<file path="src/rtl/wishbone_fifo_pkg.sv">
// wishbone_fifo_pkg: shared types for the Wishbone FIFO device.
// Holds the device FSM states and the bus termination outcomes.
package wishbone_fifo_pkg;

  typedef enum logic [1:0] {
    IDLE,
    WAIT,
    RESP
  } wb_dev_state_t;

  typedef enum logic [1:0] {
    TERM_ACK,
    TERM_ERR,
    TERM_RTY
  } wb_term_t;

  function automatic wb_term_t fail_term(input bit blocking);
    return blocking ? TERM_RTY : TERM_ERR;
  endfunction

endpackage

</file>
<file path="src/rtl/sync_fifo.sv">
// sync_fifo: power-of-two synchronous FIFO with occupancy count.
// The head word is registered on pop and cleared on every other cycle.
module sync_fifo #(
  parameter int DAT_WIDTH = 8,
  parameter int DEPTH     = 16
) (
  input  logic                   clk_i,
  input  logic                   rst_i,
  input  logic                   push_i,
  input  logic                   pop_i,
  input  logic [DAT_WIDTH-1:0]   dat_i,
  output logic [DAT_WIDTH-1:0]   dat_o,
  output logic [$clog2(DEPTH):0] count_o,
  output logic                   full_o,
  output logic                   empty_o
);

  localparam int AW = $clog2(DEPTH);
  localparam int CW = AW + 1;

  logic [DAT_WIDTH-1:0] r_mem [DEPTH];
  logic [AW-1:0]        r_wr_ptr;
  logic [AW-1:0]        r_rd_ptr;
  logic [CW-1:0]        r_count;
  logic [DAT_WIDTH-1:0] r_rdata;
  logic                 w_push;
  logic                 w_pop;

  assign full_o  = (r_count == CW'(DEPTH));
  assign empty_o = (r_count == '0);
  assign w_push  = push_i && !full_o;
  assign w_pop   = pop_i && !empty_o;
  assign count_o = r_count;
  assign dat_o   = r_rdata;

  always_ff @(posedge clk_i) begin
    if (w_push) r_mem[r_wr_ptr] <= dat_i;
  end

  always_ff @(posedge clk_i) begin
    if (rst_i) begin
      r_wr_ptr <= '0;
      r_rd_ptr <= '0;
      r_count  <= '0;
      r_rdata  <= '0;
    end else begin
      r_rdata <= w_pop ? r_mem[r_rd_ptr] : '0;
      if (w_push) r_wr_ptr <= r_wr_ptr + AW'(1);
      if (w_pop)  r_rd_ptr <= r_rd_ptr + AW'(1);
      unique case ({w_push, w_pop})
        2'b10:   r_count <= r_count + CW'(1);
        2'b01:   r_count <= r_count - CW'(1);
        default: r_count <= r_count;
      endcase
    end
  end

endmodule

</file>
<file path="src/rtl/wishbone_fifo_device.sv">
// wishbone_fifo_device: Wishbone classic device in front of a FIFO.
// Writes push, reads pop; full/empty end the cycle with err or rty.
module wishbone_fifo_device
  import wishbone_fifo_pkg::*;
#(
  parameter int DAT_WIDTH   = 8,
  parameter int DEPTH       = 16,
  parameter int WAIT_STATES = 0,
  parameter int BLOCKING    = 0
) (
  input  logic                   clk_i,
  input  logic                   rst_i,
  input  logic                   cyc_i,
  input  logic                   stb_i,
  input  logic                   we_i,
  input  logic [DAT_WIDTH-1:0]   dat_i,
  output logic [DAT_WIDTH-1:0]   dat_o,
  output logic                   ack_o,
  output logic                   err_o,
  output logic                   rty_o,
  output logic [$clog2(DEPTH):0] count_o,
  output logic                   full_o,
  output logic                   empty_o
);

  localparam logic [3:0] WS_LOAD =
    (WAIT_STATES == 0) ? 4'd0 : 4'(WAIT_STATES - 1);
  localparam wb_term_t FAIL_TERM = fail_term(BLOCKING != 0);

  wb_dev_state_t r_state;
  logic [3:0]    r_wait;
  logic          r_ack;
  logic          r_err;
  logic          r_rty;
  logic          w_req;
  logic          w_exec;
  logic          w_ok;
  logic          w_push;
  logic          w_pop;
  logic          w_full;
  logic          w_empty;

  assign w_req  = cyc_i && stb_i;
  assign w_exec = (r_state == IDLE && w_req && WAIT_STATES == 0)
               || (r_state == WAIT && cyc_i && r_wait == '0);
  assign w_ok   = we_i ? !w_full : !w_empty;
  assign w_push = w_exec && we_i && !w_full;
  assign w_pop  = w_exec && !we_i && !w_empty;

  assign ack_o   = r_ack;
  assign err_o   = r_err;
  assign rty_o   = r_rty;
  assign full_o  = w_full;
  assign empty_o = w_empty;

  sync_fifo #(
    .DAT_WIDTH (DAT_WIDTH),
    .DEPTH     (DEPTH)
  ) u_fifo (
    .clk_i   (clk_i),
    .rst_i   (rst_i),
    .push_i  (w_push),
    .pop_i   (w_pop),
    .dat_i   (dat_i),
    .dat_o   (dat_o),
    .count_o (count_o),
    .full_o  (w_full),
    .empty_o (w_empty)
  );

  always_ff @(posedge clk_i) begin
    if (rst_i) begin
      r_state <= IDLE;
      r_wait  <= '0;
      r_ack   <= 1'b0;
      r_err   <= 1'b0;
      r_rty   <= 1'b0;
    end else begin
      r_ack <= w_exec && w_ok;
      r_err <= w_exec && !w_ok && FAIL_TERM == TERM_ERR;
      r_rty <= w_exec && !w_ok && FAIL_TERM == TERM_RTY;
      unique case (r_state)
        IDLE: begin
          if (w_req) begin
            r_wait  <= WS_LOAD;
            r_state <= (WAIT_STATES == 0) ? RESP : WAIT;
          end
        end
        WAIT: begin
          // Controller gave up: drop the request silently
          if (!cyc_i)              r_state <= IDLE;
          else if (r_wait == '0)   r_state <= RESP;
          else                     r_wait  <= r_wait - 4'd1;
        end
        RESP:    r_state <= IDLE;
        default: r_state <= IDLE;
      endcase
    end
  end

endmodule

</file>
<file path="config.mk">
export PLATFORM = sky130hd
export DESIGN_NAME = wishbone_fifo_device
export DESIGN_NICKNAME = d
export VERILOG_FILES = /design/src/rtl/wishbone_fifo_pkg.sv /design/src/rtl/sync_fifo.sv /design/src/rtl/wishbone_fifo_device.sv
export SDC_FILE = /design/constraint.sdc
export NUM_CORES = 1
export LEC_CHECK = 0
export BUFFER_PORTS_ARGS = -buffer_cell sky130_fd_sc_hd__buf_2
export CAP_MARGIN = 20
export CORE_ASPECT_RATIO = 0.7
export CORE_MARGIN = 2
export CORE_UTILIZATION = 55
export DETAILED_ROUTE_END_ITERATION = 7
export PLACE_DENSITY_LB_ADDON = 0.08
export SLEW_MARGIN = 20
export SYNTH_ARGS = -nofsm -noshare
export SYNTH_HDL_FRONTEND = slang
export SYNTH_HIERARCHICAL = 1
export SYNTH_SLANG_ARGS = --single-unit
</file>
<file path="constraint.sdc">
create_clock -name clk_i -period 3.2 [get_ports clk_i]
set_input_delay 0.32 -clock clk_i [delete_from_list [all_inputs] [get_ports clk_i]]
set_output_delay 0.32 -clock clk_i [all_outputs]
set_load 0.1 [all_outputs]
</file>
==> results.md <==
- Worst-path clk slew: 0.06 ns
- Die Height: 92.5 um
- WP data arrival: 3.30 ns
- CP Capture Point: u_fifo/count_o[4]
- Final design area excluding fillers: 0.00724 mm^2
- Filler instances: 767
- Drt drc: 0
- P&R area growth vs syn: 17.5%
- Final Net Count: 404
- R2r setup slk: 0.20 ns
- Initial Util: 56.1%
- Clk buf depth: 2
- Hold bufs inserted after CTS: 0
- Startpoint Class: flip-flop
- Max Used Layer: met4
- Crit path launch: u_fifo/count_o[2]
- Outcome: finished, final reports clean
- Yosys top cell area share: 62.4%
- Met3 wire length: 542 um
- Max-Cap Viols: 0
- Worst hold path class: in2reg
- Core Area: 0.0110 mm^2
- RR Endpoint: u_fifo/count_o[4]
- Commonest non-fill, non-tap cells in the layout: edfxtp_1, nor2_1, buf_2, buf_4
- Flop pwr share: 49.9%
- DP HPWL: 7.45 mm
- Post-CTS Setup Bufs: 0
- # clock sinks: 152
- CTS tree: yes
- Post-CTS sizing: 0
- Worst VDD drop: 0.495 mV
- Placement Rows: 32
- Detailed Route Iter0 Violations: 285
- Root buf cell: clkbuf_16
- Number of global-route vias before repair: 3017
- DRT met1 WL: 5.50 mm
- DR WL/cell: 21.1 um
- Vias per cell: 5.62
- DR WL met2: 5.38 mm
- Crit path max fanout: 6
- CTS Buf Count: 17
- Post-Route WL: 11.6 mm
- DP Area: 0.00663 mm^2
- Syn avg cell area: 18.8 um^2
- Crit path capture type: flip-flop
- Mapped Cells: 328
- Vias: 3073
- Slew Limit Fails: 0
- N_diodes: 0
- Final ANT Viol Nets: 0
- Pin count of the biggest net entering global routing: 33
- Final total power: 4.31 mW
- Internal power: 3.48 mW
- Die ar.: 0.0121 mm^2
- Reg2reg path depth: 12
- Initial antenna violation count: 0
- Hold WS: 0.222 ns
- First-pass GRT wire length: 17.6 mm
- P_sw: 837 uW
- Leak: 2.44 nW
- Clk_skew: 0.00507 ns
- Combinational power share: 2.5%
- Worst-margin pin slew: 0.731 ns
- FF-to-FF Start: u_fifo/count_o[2]
- Routability Congestion: 0.814
- H-tree levels: 4
- Sw frac: 19.4%
- Seq/Total Area, Yosys: 70.2%
- Die span in x: 130 um
- Synth warn: 6
- Fmax: 0.333 GHz
- Share of post-route cells with drive strength above 1: 31.7%
- Yosys top cell by area: edfxtp_1
- FF+latch count, synth: 152
- Post-synth EDFFs: 128
- Area contributors post-synth: edfxtp_1, dfxtp_1, mux4_1, mux4_2, nor2_1
- Endpoints failing hold: 0
- Synthesized Nets: 351
- Slew HR: 51.1%
- Minimum clock period: 3.00 ns
- GRT Util Overall: 21.1%
- Port bufs: 29
- Top FF cell, synth: edfxtp_1
- Leading cell type in the layout, fill and taps excluded: edfxtp_1
- I/O pin total: 31
- Final setup vio count: 0
- Setup Crit Path Kind: reg2reg
- Clock share of power: 47.6%
- Unrepaired setup endpoints after global routing: false
- Mapped Area: 0.00616 mm^2
- Ys async rst share: 0%
- Worst hold stages: 3
- Worst EP required: 3.50 ns
- Number of library cell types mapped by synthesis: 36
- Final period util: 93.8%
- Gr ovfl total: 0
- Pwr/cell area: 596 mW/mm^2
- Worst skew pair latency: 0.42 ns
- Pre-Repair DR Iteration Count: 5
==> flip-flops by register name, summed over array words and instances (netlist names) <==
register	flops
u_fifo/r_mem	128
u_fifo/dat_o	8
u_fifo/count_o	5
u_fifo/r_rd_ptr	4
u_fifo/r_wr_ptr	4
ack_o	1
err_o	1
r_state	1
==> cells by family (layout without fill, tap and decap cells) <==
kind of cell / count (synthesis) / after routing / synth area share [%]
other cells: 1 / 1 / 0.0609
compound gates: 19 / 19 / 2.60
flops: 152 / 152 / 70.2
simple gates: 61 / 61 / 5.08
buf+inv: 24 / 90 / 2.34
mux: 53 / 53 / 16.4
fa+ha+maj: 10 / 10 / 2.15
xor+xnor: 8 / 8 / 1.14
==> Yosys cell counts, drive strengths merged, types with 3 or more instances <==
master / count
nor2: 35
mux2i: 12
nor3b: 3
ha: 9
xor2: 6
edfxtp: 128
mux4: 32
dfxtp: 24
nand2: 5
o211ai: 4
o2bb2ai: 8
buf: 12
mux2: 9
nand2b: 3
nor3: 6
a21oi: 4
clkbuf: 5
inv: 7
==> critical path, stage by stage, from the launching register on <==
cell	delay, ns
dfxtp_4	0.36
or4_4	0.62
nor2_4	0.18
nor3b_4	0.07
a21boi_4	0.17
inv_2	0.08
ha_4	0.15
inv_1	0.06
fa_2	0.35
nand2b_1	0.16
a21oi_2	0.13
mux2i_1	0.21
mux2_2	0.35
==> metrics by stage <==
stage	setup slack [ns]	instances	TNS, ns	utilization (%)
6_report	0.198	547	0	66.0
3_5_place_dp	0.179	515	0	60.4
3_3_place_gp	0.276	515	0	60.4
2_1_floorplan	-0.339	328	-0.340	-
4_1_cts	0.178	547	0	66.0
5_1_grt	0.0571	547	0	66.0
==> power groups by stage <==
stage / logic (mW) / clock network [mW] / registers (mW)
2_1_floorplan: 0.0526 / 0 / 2.21
3_3_place_gp: 0.104 / 0 / 2.19
3_5_place_dp: 0.108 / 0 / 2.20
4_1_cts: 0.108 / 2.09 / 2.15
5_1_grt: 0.116 / 2.17 / 2.15
6_report: 0.106 / 2.05 / 2.15
==> layer usage <==
metal / up-vias / global-route usage, %
met5: - / 0
met4: 0 / 7.71
met3: 11 / 5.43
met2: 75 / 30.6
met1: 1572 / 31.4
li1: 1415 / -
==> worst min path at each step <==
stage | from | end | slack [ns]
after floorplan | rst_i | ack_o | 0.39
after detailed placement | u_fifo/count_o[2] | u_fifo/count_o[2] | 0.53
final | cyc_i | r_state[1] | 0.22
after global routing | stb_i | ack_o | 0.23
after global placement | u_fifo/count_o[2] | u_fifo/count_o[2] | 0.51
after CTS | cyc_i | r_state[1] | 0.21
==> final cells by class <==
type	count	area, um^2	area share, %
multi-input cells	152	1760	24.3
clock buffers	19	433	5.98
inverters	7	26.3	0.363
clock inverters	13	176	2.44
flip-flops and latches	152	4340	60.0
well taps	153	191	2.65
repair buffers	51	310	4.29
(Power assumes the default switching activity.)
